[config.mk]
export PLATFORM = sky130hd
export DESIGN_NAME = seq_div
export DESIGN_NICKNAME = d
export VERILOG_FILES = /design/src/rtl/seq_div.sv
export SDC_FILE = /design/constraint.sdc
export NUM_CORES = 1
export LEC_CHECK = 0
export ABC_AREA = 1
export CORE_ASPECT_RATIO = 0.8
export CORE_MARGIN = 1
export CORE_UTILIZATION = 46
export DETAILED_ROUTE_END_ITERATION = 10
export GPL_TIMING_DRIVEN = 0
export PLACE_DENSITY = 0.71
export SYNTH_ARGS = -nofsm -noshare
export SYNTH_HDL_FRONTEND = slang
export SYNTH_SLANG_ARGS = --single-unit
[constraint.sdc]
create_clock -name clk -period 3.5 [get_ports clk]
set_clock_uncertainty 0.1 [all_clocks]
set_input_delay 0.7 -clock clk [delete_from_list [all_inputs] [get_ports clk]]
set_output_delay 0.7 -clock clk [all_outputs]
set_load 0.02 [all_outputs]
[src/rtl/seq_div.sv]
// Sequential restoring divider: N-bit unsigned dividend / D-bit unsigned divisor, one quotient bit per clock.
// Optional macro DIV_ZERO_DETECT_EN: short-circuit a zero divisor to DONE one edge after the accept.
module seq_div #(
    parameter int N = 8,
    parameter int D = 4
) (
    input  logic         clk,
    input  logic         rst_a,
    input  logic [N-1:0] dividend,
    input  logic [D-1:0] divisor,
    input  logic         load,
    output logic [N-1:0] quo,
    output logic [D-1:0] rem,
    output logic         ready_out,
    output logic         div_by_zero
);

    localparam int CW = (N > 1) ? $clog2(N) : 1;
    localparam logic [CW-1:0] CNT_LAST = CW'(N - 1);

    typedef enum logic [1:0] {
        IDLE,
        BUSY,
        DONE
    } state_t;

    state_t         state_reg, state_next;
    // work_reg shifts the dividend out of its MSB while quotient bits enter at its LSB
    logic [N-1:0]   work_reg, work_next;
    logic [D-1:0]   divisor_reg, divisor_next;
    logic [D:0]     prem_reg, prem_next;
    logic [CW-1:0]  cnt_reg, cnt_next;
    logic [N-1:0]   quo_reg, quo_next;
    logic [D-1:0]   rem_reg, rem_next;
    logic           ready_reg, ready_next;

    logic [D:0]     prem_shift;
    logic [D:0]     prem_sub;
    logic           q_bit;
    logic [N-1:0]   work_shift;

`ifdef DIV_ZERO_DETECT_EN
    logic           dbz_reg, dbz_next;
`endif

    // One restoring step; the partial remainder stays below the divisor,
    // so the shifted value always fits in D+1 bits.
    always_comb begin
        prem_shift = {prem_reg[D-1:0], work_reg[N-1]};
        q_bit      = (prem_shift >= {1'b0, divisor_reg});
        prem_sub   = q_bit ? (prem_shift - {1'b0, divisor_reg}) : prem_shift;
        work_shift = (work_reg << 1) | N'(q_bit);
    end

    always_comb begin
        state_next   = state_reg;
        work_next    = work_reg;
        divisor_next = divisor_reg;
        prem_next    = prem_reg;
        cnt_next     = cnt_reg;
        quo_next     = quo_reg;
        rem_next     = rem_reg;
        ready_next   = ready_reg;
`ifdef DIV_ZERO_DETECT_EN
        dbz_next     = dbz_reg;
`endif
        case (state_reg)
            IDLE, DONE: begin
                if (load) begin
                    work_next    = dividend;
                    divisor_next = divisor;
                    prem_next    = '0;
                    cnt_next     = CNT_LAST;
                    ready_next   = 1'b0;
`ifdef DIV_ZERO_DETECT_EN
                    dbz_next     = 1'b0;
`endif
                    state_next   = BUSY;
                end
            end
            BUSY: begin
`ifdef DIV_ZERO_DETECT_EN
                if (divisor_reg == '0) begin
                    // work_reg still holds the untouched dividend on the first BUSY edge
                    quo_next   = '1;
                    rem_next   = work_reg[D-1:0];
                    ready_next = 1'b1;
                    dbz_next   = 1'b1;
                    state_next = DONE;
                end else
`endif
                begin
                    prem_next = prem_sub;
                    work_next = work_shift;
                    cnt_next  = cnt_reg - 1'b1;
                    if (cnt_reg == '0) begin
                        quo_next   = work_shift;
                        rem_next   = prem_sub[D-1:0];
                        ready_next = 1'b1;
                        state_next = DONE;
                    end
                end
            end
            default: state_next = IDLE;
        endcase
    end

    always_ff @(posedge clk or posedge rst_a) begin
        if (rst_a) begin
            state_reg <= IDLE;
        end else begin
            state_reg <= state_next;
        end
    end

    always_ff @(posedge clk or posedge rst_a) begin
        if (rst_a) begin
            work_reg    <= '0;
            divisor_reg <= '0;
            prem_reg    <= '0;
            cnt_reg     <= '0;
            quo_reg     <= '0;
            rem_reg     <= '0;
            ready_reg   <= 1'b0;
`ifdef DIV_ZERO_DETECT_EN
            dbz_reg     <= 1'b0;
`endif
        end else begin
            work_reg    <= work_next;
            divisor_reg <= divisor_next;
            prem_reg    <= prem_next;
            cnt_reg     <= cnt_next;
            quo_reg     <= quo_next;
            rem_reg     <= rem_next;
            ready_reg   <= ready_next;
`ifdef DIV_ZERO_DETECT_EN
            dbz_reg     <= dbz_next;
`endif
        end
    end

    assign quo       = quo_reg;
    assign rem       = rem_reg;
    assign ready_out = ready_reg;
`ifdef DIV_ZERO_DETECT_EN
    assign div_by_zero = dbz_reg;
`else
    assign div_by_zero = 1'b0;
`endif

endmodule

Yosys cells after proc, flatten, opt, wreduce, memory -nomap -nowiden
Cells that the tools add are included.
Word-level totals
  flip-flop bits (word level): 34
  memories: 0
  output and inout bits: 14
  bits in latches: 0
  input port bits: 15
  RAM bits: 0
  word-level logic and storage cells: 38
  ROM bits: 0
Cells by class
  multipliers: 0
  muxes and demuxes: 13
  equal/unequal tests: 4
  div/mod/pow operators: 0
  magnitude comparators: 1
  $add $sub $neg: 2
  bitwise logic cells: 1
  shift operators: 0
  reductions and logical operators: 9
Operators by type and width (number)
  $pmux W8 S2: 1
  $mux W4: 2
  $mux W8: 1
  $or A8 B1 Y8: 1
  $pmux W4 S2: 1
  $reduce_and A2 Y1: 4
  $pmux W3 S2: 1
  $ge A5 B4 Y1: 1
  $mux W2: 2
  $ne A2 B2 Y1 const B: 2
  $pmux W2 S2: 1
  $sub A4 B4 Y4: 1
  $logic_not A3 Y1: 1
  $mux W3: 1
  $reduce_and A3 Y1: 1
  $sub A3 B1 Y3 const B: 1
  $eq A2 B1 Y1 const B: 1
  $eq A2 B2 Y1 const B: 1
  $logic_not A2 Y1: 1
  $mux W1: 2
  $pmux W1 S2: 1
  $reduce_bool A2 Y1: 1
  $reduce_or A2 Y1: 1

Depth between registers and ports, before layout
  depth in word-level cells: 4
  mapped depth: 10
  mapped depth without buffers: 10

Worst setup path after synthesis
Ideal clock, no wire load.
  kind: reg2reg
  from: register work_reg[7]
  to: register prem_reg[2]
  path buffers: 0
  arrival time: 1.291 ns
  cell stages (with the launch flop): 9
  clock period less this slack: 1.508 ns
  setup slack: 1.992 ns
  required time: 3.283 ns
  setup time: 0.117 ns
  cells stage by stage: dfrtp_1 inv_1 ha_1 inv_1 fa_1 xnor2_1 nand2_1 nand3_1 nand2_1
On the way
  longest elaborated chain between the ends: 3
  elaborated cells between the ends (all ways): 4
  those cells by class: 1 x add/sub; 1 x order compare; 2 x mux
RTL lines
  from (decl): line 29  | logic [N-1:0] work_reg, work_next;
  from (signal assigned): line 129  | work_reg <= work_next;
  $sub A4 B4 Y4 / $ge A5 B4 Y1 (equally long branches): line 51, 50
  $mux W4 *: line 51  | prem_sub = q_bit ? (prem_shift - {1'b0, divisor_reg}) : prem_shift;
  $pmux W4 S2 *: line 67  | case (state_reg)
  to (signal assigned): line 131  | prem_reg <= prem_next;
  to (decl): line 31  | logic [D:0] prem_reg, prem_next;
Every way passes the cells marked *; elsewhere a longest branch is shown, timed or not.
A chain may end at the register's enable or synchronous reset.

Final worst setup path
  from: register rem_reg[2] (netlist: rem[2])
  to: output rem[2]
RTL lines
  from (decl): line 34  | logic [D-1:0] rem_reg, rem_next;
  from (signal assigned): line 134  | rem_reg <= rem_next;
  to (decl): line 13  | output logic [D-1:0] rem,
No word-level cell between the ends.

==> results.txt <==
outcome: finished clean
I/O pin count: 29
mean post-synth cell area: 8.72 µm²
Max H-tree Level: 2
Worst Path Max Fanout: 2
power per cell area: 1030 mW/mm²
post-route ant nets: 0
drt pass-1 iters: 4
Worst VDD drop: 0.000429 V
CTS max path bufs: 2
Layout Nets: 243
met2 WL: 1450 µm
metal1 wirelength: 1570 µm
cell row count: 18
Slowest-stage cell, CP: clkdlybuf4s50_1
Setup CP Type: flip-flop to output port
Die W: 68.4 µm
synthesized flop and latch total: 34
Initial Util: 0.503
diodes inserted: 0
Total GRT Usage: 0.200
CTS resizes: 0
Port Buf Inserts: 27
core region area: 0.00322 mm²
Layout Area Growth over Synthesis: 27.1%
R2R setup slack: 1.86 ns
Reg power frac: 0.327
Top Family by Delay on Critical Path: buffers and inverters
Post-CTS Setup Bufs: 0
FILL cells: 284
post-placement cell count: 253
Comb pwr share: 0.536
Crit. End Element: output port
Finished Layout Cells: 262
Worst EP arrival: 1.23 ns
initial antenna violation count: 0
Hold WC Path Type: flip-flop to flip-flop
final worst slack: 1.47 ns
DRC violations left: 0
hpwl dp: 2380 µm
die extent in y: 55.1 µm
Fmax: 492 MHz
max-capacitance violation count: 0
CP required: 2.70 ns
RSZ-0062 raised after global routing: false
Yosys Warn Count: 0
pin count of the biggest net entering global routing: 35
# clock sinks: 34
Hold Buf Count CTS: 0
Multi-input gate area: 637 µm²
met3 WL post-DR: 118 µm
critical path, cell by cell: clkdlybuf4s50_1
synthesized netlist cell count: 186
Worst-Margin Slew: 0.551 ns
GRT overflow: 0
DR iter-0 viols: 70
Setup-failing EPs final: 0
syn_nets: 208
global-route wire length before repair: 5300 µm
Unique masters post-synth: 24
Net Sw Frac: 0.431
Clock power frac: 0.137
DRT Wirelength: 3160 µm
GPL Wtd Cong: 0.789
vias in the first global route: 1,177
total CTS buffers: 5
slowest cell delay on critical path: 0.60 ns
Final Critical Period: 2.03 ns
worst slack, placed: 1.15 ns
routed len/inst: 12.0 µm
clock slew at reported path FFs: 0.07 ns
Int Power: 1210 µW
CTS tree: yes
Final Hold Vio Count: 0
Fin Setup TNS: 0 ns
Clock Latency Late Sink: 0.28 ns
mapped cell area: 0.00162 mm²
Max Slew Vio Count: 0
vias per cell: 4.89
CP Launch Type: flip-flop
Post-Route Utilization: 0.640
Worst slew margin: 0.630
Reg area: 851 µm²
WP buf/inv: 1
static leakage: 0.00104 µW
period utilisation layout: 0.581
root buffer cell: clkbuf_8
die area: 0.00377 mm²
DR vias: 1,280
top layer in use: met4
post-synthesis sequential area ratio: 0.525
fraction of layout cells with a size suffix above 1: 0.108
total net switching power: 916 µW
[cells by family after synthesis]
| kind of cell | Yosys count | share of synthesized area |
|---|---|---|
| flops | 34 | 0.525 |
| other cells | 1 | 0.00231 |
| buf+inv | 28 | 0.0826 |
| fa+ha+maj | 7 | 0.0586 |
| simple gates | 93 | 0.249 |
| compound gates | 22 | 0.0772 |
| xor+xnor | 1 | 0.00540 |
[power by group through the flow]
stage | clock network, µW | logic, µW | registers [µW]
floorplan | 0 | 747 | 760
global placement | 0 | 1100 | 691
detailed placement | 0 | 1140 | 701
CTS | 298 | 1140 | 696
global route | 318 | 1300 | 721
finish | 290 | 1140 | 695
[cell usage after synthesis]
cell      instances  area, µm²
o21ai_0           8       40.0
conb_1            1       3.75
o22ai_1           7       43.8
inv_4             1       6.26
fa_1              1       20.0
nand3_1          12       60.1
buf_4             3       22.5
nand2_4           1       11.3
a31oi_1           1       6.26
a21oi_1           2       10.0
nand2_1          59        221
inv_1            20       75.1
nor2_4            3       33.8
nor2_2            1       6.26
dfrtp_1          34        851
o211ai_1          1       7.51
xnor2_1           1       8.76
ha_1              6       75.1
o21ai_1           2       10.0
nor2_1           14       52.6
a22oi_1           1       7.51
nand2_2           3       18.8
inv_2             2       7.51
buf_6             2       22.5
[layer usage]
metal | up-vias | GRT usage
met5 | - | 0
met4 | 0 | 0.0521
met3 | 5 | 0.0615
met2 | 22 | 0.307
met1 | 604 | 0.275
li1 | 649 | -
[cell type report]
cell class	count	area share
tap	40	0.0243
clock buffer	7	0.0419
sequential	34	0.413
clock inverter	1	0.00243
multi-input combinational	124	0.309
buffer	5	0.0219
inverter	23	0.0431
timing repair buffer	28	0.145
[worst reg2reg max path, cell delays in order, from the launching register on]
cell,delay [ns]
dfrtp_1,0.41
ha_1,0.34
a21oi_1,0.16
nand2_1,0.11
nand2_2,0.13
nand3_1,0.11
nand3_1,0.11
nand2_1,0.06
[per-stage QoR]
stage	hold slack [ns]	power [µW]	area, µm²
after floorplan	0.350	1510	1620
after global placement	0.355	1790	1940
after detailed placement	0.363	1840	1940
after CTS	0.375	2140	2030
after global routing	0.393	2330	2060
final	0.369	2120	2060
[layout by cell type (no fill, tap or decap)]
cell | netlist | layout
conb_1 | 1 | 1
a21oi_1 | 2 | 2
nand3_1 | 12 | 12
dfrtp_1 | 34 | 34
buf_4 | 3 | 3
xnor2_1 | 1 | 1
nand2_4 | 1 | 1
inv_2 | 2 | 2
ha_1 | 6 | 6
buf_16 | 0 | 1
fa_1 | 1 | 1
inv_1 | 20 | 19
nor2_2 | 1 | 1
o22ai_1 | 7 | 7
nor2_4 | 3 | 3
clkbuf_1 | 0 | 1
o21ai_1 | 2 | 2
o21ai_0 | 8 | 8
clkinv_2 | 0 | 1
clkbuf_8 | 0 | 6
clkdlybuf4s50_1 | 0 | 27
a31oi_1 | 1 | 1
buf_6 | 2 | 2
nand2_1 | 59 | 59
nor2_1 | 14 | 14
o211ai_1 | 1 | 1
nand2_2 | 3 | 3
a22oi_1 | 1 | 1
inv_4 | 1 | 1
clkinv_1 | 0 | 1
[final timing paths]
path,startpoint,depth (start not counted),end
min in group asynchronous,rst_a,2,quo[2]
max in group asynchronous,rst_a,3,cnt_reg[1]
setup / recovery,rem[2],1,rem[2]
hold / removal,quo[3],2,quo[3]
setup reg to reg,prem_reg[1],7,prem_reg[2]
hold reg to reg,quo[3],2,quo[3]
Power figures use the tool's default switching activity.
